--- config.mk ---
export PLATFORM = sky130hd
export DESIGN_NAME = bullet_ram_loader
export DESIGN_NICKNAME = d
export VERILOG_FILES = /design/src/rtl/bullet_ram_loader_pkg.sv /design/src/rtl/bullet_ram_loader.sv
export SDC_FILE = /design/constraint.sdc
export NUM_CORES = 1
export LEC_CHECK = 0
export CAP_MARGIN = 5
export CORE_MARGIN = 3
export CORE_UTILIZATION = 35
export CTS_BUF_LIST = sky130_fd_sc_hd__clkbuf_8 sky130_fd_sc_hd__clkbuf_16
export DETAILED_ROUTE_END_ITERATION = 6
export PLACE_DENSITY = 0.68
export SYNTH_ARGS = -nofsm -noshare
export SYNTH_HDL_FRONTEND = slang
export SYNTH_SLANG_ARGS = --single-unit
--- constraint.sdc ---
create_clock -name clk -period 4.3 [get_ports clk]
set_input_delay 0.86 -clock clk [delete_from_list [all_inputs] [get_ports clk]]
set_output_delay 0.86 -clock clk [all_outputs]
set_load 0.01 [all_outputs]
--- src/rtl/bullet_ram_loader_pkg.sv ---
// Shared sprite definitions: loader FSM states and sprite geometry.
package bullet_ram_loader_pkg;

  localparam int H_SIZE = 8;
  localparam int V_SIZE = 8;
  localparam int SPRITE_PIXELS = H_SIZE * V_SIZE;

  typedef enum logic [1:0] {
    IDLE,
    WAIT_BLANK,
    LOAD,
    DONE
  } ldr_state_t;

endpackage

--- src/rtl/bullet_ram_loader.sv ---
// Streams one raster-ordered sprite into bullet RAM, writing only while
// the video pipeline is in blanking.
module bullet_ram_loader
  import bullet_ram_loader_pkg::*;
#(
  parameter int              CD        = 12,
  parameter int              ADDR      = 6,
  parameter logic [CD-1:0]   KEY_COLOR = '0
) (
  input  logic            clk,
  input  logic            rst_n,
  input  logic            start,
  input  logic            blank,
  input  logic            s_valid,
  input  logic [CD-1:0]   s_data,
  input  logic            s_last,
  output logic            s_ready,
  output logic            we,
  output logic [ADDR-1:0] addr_w,
  output logic [CD-1:0]   din,
  output logic            busy,
  output logic            done,
  output logic            err,
  output logic [ADDR:0]   opaque_cnt
);

  localparam logic [ADDR-1:0] LAST_ADDR = '1;
  localparam logic [ADDR:0]   OPQ_MAX   = {1'b1, {ADDR{1'b0}}};

  ldr_state_t      state, nxt;
  logic [ADDR-1:0] count;
  logic            hs;
  logic            at_end;
  logic            finish;

  assign s_ready = (state == LOAD) && blank;
  assign hs      = s_valid && s_ready;
  assign at_end  = (count == LAST_ADDR);
  assign finish  = hs && (s_last || at_end);
  assign busy    = (state != IDLE);

  always_ff @(posedge clk) begin
    if (!rst_n) state <= IDLE;
    else        state <= nxt;
  end

  always_comb begin
    nxt = state;
    unique case (state)
      IDLE:       if (start)  nxt = WAIT_BLANK;
      WAIT_BLANK: if (blank)  nxt = LOAD;
      LOAD:       if (finish) nxt = DONE;
      DONE:                   nxt = IDLE;
      default:                nxt = IDLE;
    endcase
  end

  always_ff @(posedge clk) begin
    if (!rst_n) begin
      count      <= '0;
      we         <= 1'b0;
      addr_w     <= '0;
      din        <= '0;
      done       <= 1'b0;
      err        <= 1'b0;
      opaque_cnt <= '0;
    end else begin
      we   <= hs;
      done <= (state == DONE);
      if (state == IDLE && start) begin
        count      <= '0;
        err        <= 1'b0;
        opaque_cnt <= '0;
      end
      if (hs) begin
        addr_w <= count;
        din    <= s_data;
        // Counter stops at the final address so it never wraps.
        if (!finish) count <= count + 1'b1;
        if (finish) err <= !(at_end && s_last);
        if (s_data != KEY_COLOR && opaque_cnt != OPQ_MAX)
          opaque_cnt <= opaque_cnt + 1'b1;
      end
    end
  end

endmodule

==> Yosys cells after proc, flatten, opt, wreduce, memory -nomap -nowiden <==
Index checks and enable logic that the tools add are counted.
{ "classes": {"n_bitwise": 0, "muxes": 13, "order_cmp": 0, "shift": 0, "add_sub_neg": 2, "div_mod_pow": 0, "multipliers": 0, "n_reduce_logical": 12, "eq_ne": 8} }
{ "op_table": {"columns": ["op", "count"], "rows": [
  ["$mux 7", 3],
  ["$mux 6", 3],
  ["$reduce_bool 12->1", 1],
  ["$pmux 2 s4", 1],
  ["$add 7x1->7 const B", 1],
  ["$ne 7x7->1 const B", 1],
  ["$add 6x1->6 const B", 1],
  ["$eq 6x6->1 const B", 1],
  ["$logic_and 1x1->1", 6],
  ["$mux 2", 3],
  ["$ne 2x2->1 const B", 3],
  ["$eq 2x2->1 const B", 2],
  ["$mux 1", 3],
  ["$reduce_and 3->1", 1],
  ["$eq 2x1->1 const B", 1],
  ["$logic_not 2->1", 1],
  ["$reduce_bool 2->1", 1],
  ["$logic_not 1->1", 1],
  ["$logic_or 1x1->1", 1]
]} }
{ "totals": {"latch_bits": 0, "word_cells": 43, "ramBits": 0, "out_inout_bits": 30, "inputBits": 18, "romBits": 0, "reg_bits": 36, "memories": 0} }

==> Depth between registers and ports, before layout <==
{ "logic_depth": {"ltp_word": 6, "mapped_depth": 7, "depth_no_buf": 6} }

==> Least setup slack after synthesis <==
Ideal clock, no wire load.
{ "synth_timing": {"path_type": "input port to flip-flop", "start": "input port s_valid", "end": "register count[3]", "path_stages": 4, "n_path_buf": 0, "required_time_ns": 4.214, "arrival_time_ns": 1.823, "setup_time_ns": 0.086, "slack_ns": 2.391, "path_cell_list": "nand3_4 a211oi_4 mux2_2 a211oi_1"} }
{ "synth_between": {"elab_chain_len": 4} }
{ "synth_rtl": {"columns": ["item", "line_no", "rtl"], "rows": [
  ["start, declared", "bullet_ram_loader.sv:14", "input logic s_valid,"],
  ["$logic_and 1x1->1 (*)", "bullet_ram_loader.sv:37", "assign hs = s_valid && s_ready;"],
  ["$logic_and 1x1->1", "bullet_ram_loader.sv:39", "assign finish = hs && (s_last || at_end);"],
  ["$mux 6", "bullet_ram_loader.sv:79", "if (!finish) count <= count + 1'b1;"],
  ["$mux 6 (*)", "bullet_ram_loader.sv:75", "if (hs) begin"],
  ["end signal, assigned", "bullet_ram_loader.sv:79", null],
  ["end, declared", "bullet_ram_loader.sv:31", "logic [ADDR-1:0] count;"]
]} }
Every way passes the cells marked *; elsewhere a longest branch is shown, timed or not.
A chain may end at the register's enable or synchronous reset.

==> Final worst setup path <==
{ "layout_timing": {"start": "input port blank", "end": "output port s_ready"} }
{ "layout_between": {"elab_chain_len": 1} }
{ "layout_rtl": {"columns": ["item", "line_no", "rtl"], "rows": [
  ["start, declared", "bullet_ram_loader.sv:13", "input logic blank,"],
  ["$logic_and 1x1->1", "bullet_ram_loader.sv:36", "assign s_ready = (state == LOAD) && blank;"],
  ["end, declared", "bullet_ram_loader.sv:17", "output logic s_ready,"]
]} }
No other way between the ends.

==> reports/metrics.cfg <==
[finish]
area_growth_pct=35.7
antenna-diode-count=0
layout_net_count=277
utilization_pct=51.2
drive_gt1_share_pct=5.53

[power]
report.power.total_mw=0.834
power_per_cell_area_nw_per_um2=362
peakVddDrop_v=0.000163
power_leakage_nw=0.799

[cts]
htreeDepth=2
postCtsHoldBufs=0
cts_setup_buffers=0
cts_tree=done
root_buffer=clkbuf_8
cts_inserted_buffers=5
clk-insertion-delay-late_ns=0.29
cts_resized=0
cts_sinks=36
clk_pin_slew_ns=0.06
maximum_count_of_clock_buffers_along_a_single_path=2

[timing]
finalHoldViolations=0
worst_slew_margin_rel_pct=48.0
finalMaxSlewViolations=0
maxClockFrequency_mhz=338
timing.clock.skew_ns=0.00814
min_period_ns=2.96
setup_viol_count_final=0
grt_setup_unrepaired=false
final.setup.tns_ns=0
worst_pin_slew_ns=0.780
post-route-period-util_pct=68.8

[placement]
detailed_place_hpwl_um=2850
io_buffers=47
gp_routability_congestion=0.802

[floorplanning]
ios=48
die_w_um=75.7
die_h_um=75.7
initial_core_util_pct=37.7
core-area_um2=4500
placement_rows=24
floorplan.die_area_um2=5730

[grt]
track_usage_pct=14.3
grt_max_degree=26
globalRouteOverflowTotal=0
initial_antenna_violation_count=0
first_global_vias=1399
grt_pass1_wl_um=6360

[worst_setup_path]
cp_max_fo=4
critPathLaunchType=primary input
worst_r2r_path_depth=6
timing_worst_setup_path_type=in -> out
cp_data_required_time_ns=3.44
endpoint_kind=primary output
critPathArrivalTime_ns=2.10

[route]
length_of_the_first_detailed_routing_pass_in_iterations=4
drt-vias-per-instance=5.30
drt_iter0_markers=114
drtAntennaViolNets=0
vias=1616
detail_route.drc_violations=0
route.detailed.wl_per_inst_um=13.1
postRouteWirelength_um=3990

[logic_synthesis]
ys_dominant_reg_cell=dfxtp_1
synth.cell_area_um2=1700
yosysWarnings=0
yosys-top-cells-count=nand2_1, dfxtp_1, a21oi_1
per_instance_average_area_after_synthesis_um2=8.17
post-synth-top-area-fraction_pct=42.4
synth_nets=233
synthDistinctLibCells=37
synth_most_common_cell=nand2_1
synth_enable_flop_cells=0
synth_seq_area_share_pct=42.4
post_synth_main_area_contributors=dfxtp_1, nand2_1, a21oi_1
synth_seq_cells=36
synth_cells=208
ys_async_sr_fraction_pct=0
synth.largest_area_cell=dfxtp_1

[hold_path]
hp-class=reg -> reg
worst_hold_path.num_cells=2

[run_status]
result_of_the_run=completed

[flow_run]
cap_viol_max_count=0

## path summary, 6_finish.rpt
check,slack (ns),endpoint,from
setup / recovery,1.34,s_ready,blank
hold / removal,0.45,din[4],din[4]
setup reg to reg,2.03,opaque_cnt[2],state[0]
hold reg to reg,0.45,din[4],din[4]
## critical path: stages
cell	delay [ns]
clkdlybuf4s50_1	0.56
and2_1	0.15
clkdlybuf4s50_1	0.53
## registers in the layout, summed over array words and instances (netlist names)
signal	cells
opaque_cnt	7
state	2
din	12
done	1
we	1
count	6
err	1
addr_w	6
## layer usage
layer  track usage (%)  vias up  routed length [µm]
li1                  -      819                   -
met1              20.0      743                1930
met2              21.8       48                1790
met3              4.09        6                 233
met4              3.50        0                  39
met5                 0        -                   0
## cell usage in the layout (no fill, tap or decap), types with 2 or more instances in the layout
cell type        instances
a211o_1                  2
o31ai_1                  2
nor3_1                   4
dfxtp_1                 36
nor2_1                   4
a21oi_1                 29
nor2b_1                  3
o21ba_2                  2
and2_1                   3
clkdlybuf4s50_1         47
clkbuf_8                 5
o21ai_0                  5
o311a_1                  2
inv_1                    9
nand3_1                 10
ha_1                     7
nand2_1                 46
nor4_1                   5
nand3b_1                 2
nand4_1                  2
and3_1                   5
o211ai_1                 6
## stage by stage
step / worst slack [ns] / instance area [µm²] / hold slack [ns] / instances
global placement: 1.34 / 2200 / 0.443 / 297
CTS: 1.33 / 2310 / 0.457 / 305
global route: 1.30 / 2310 / 0.481 / 305
finish: 1.34 / 2310 / 0.453 / 305
detailed placement: 1.32 / 2200 / 0.448 / 297
floorplan: 2.39 / 1700 / 0.457 / 208
## cells by family (layout without fill, tap and decap cells)
logic type               Yosys count  in the layout  share of synthesized area (%)
AO/OA/AOI/OAI                     53             53                           20.3
XOR/XNOR                           1              1                          0.516
adder cells (fa/ha/maj)            7              7                           5.15
buffers and inverters             19             64                           4.35
flip-flops                        36             36                           42.4
multiplexers                       1              1                          0.663
AND/OR/NAND/NOR                   91             91                           26.6
## final cells by class
cell class / instances / area [µm²]
fill: 458 / 2200
multi-input combinational: 153 / 905
clock inverter: 3 / 38.8
sequential: 36 / 721
tap: 52 / 65.1
timing repair buffer: 48 / 478
inverter: 8 / 30.0
clock buffer: 5 / 68.8
## report_power, final
part | leakage (nW) | switching [mW] | total, mW | internal, mW
Sequential | 0.290 | 0.0112 | 0.361 | 0.350
Clock | 0.0593 | 0.117 | 0.286 | 0.170
Combinational | 0.449 | 0.102 | 0.187 | 0.0855
Total | 0.799 | 0.230 | 0.834 | 0.605
(Power assumes the default switching activity.)
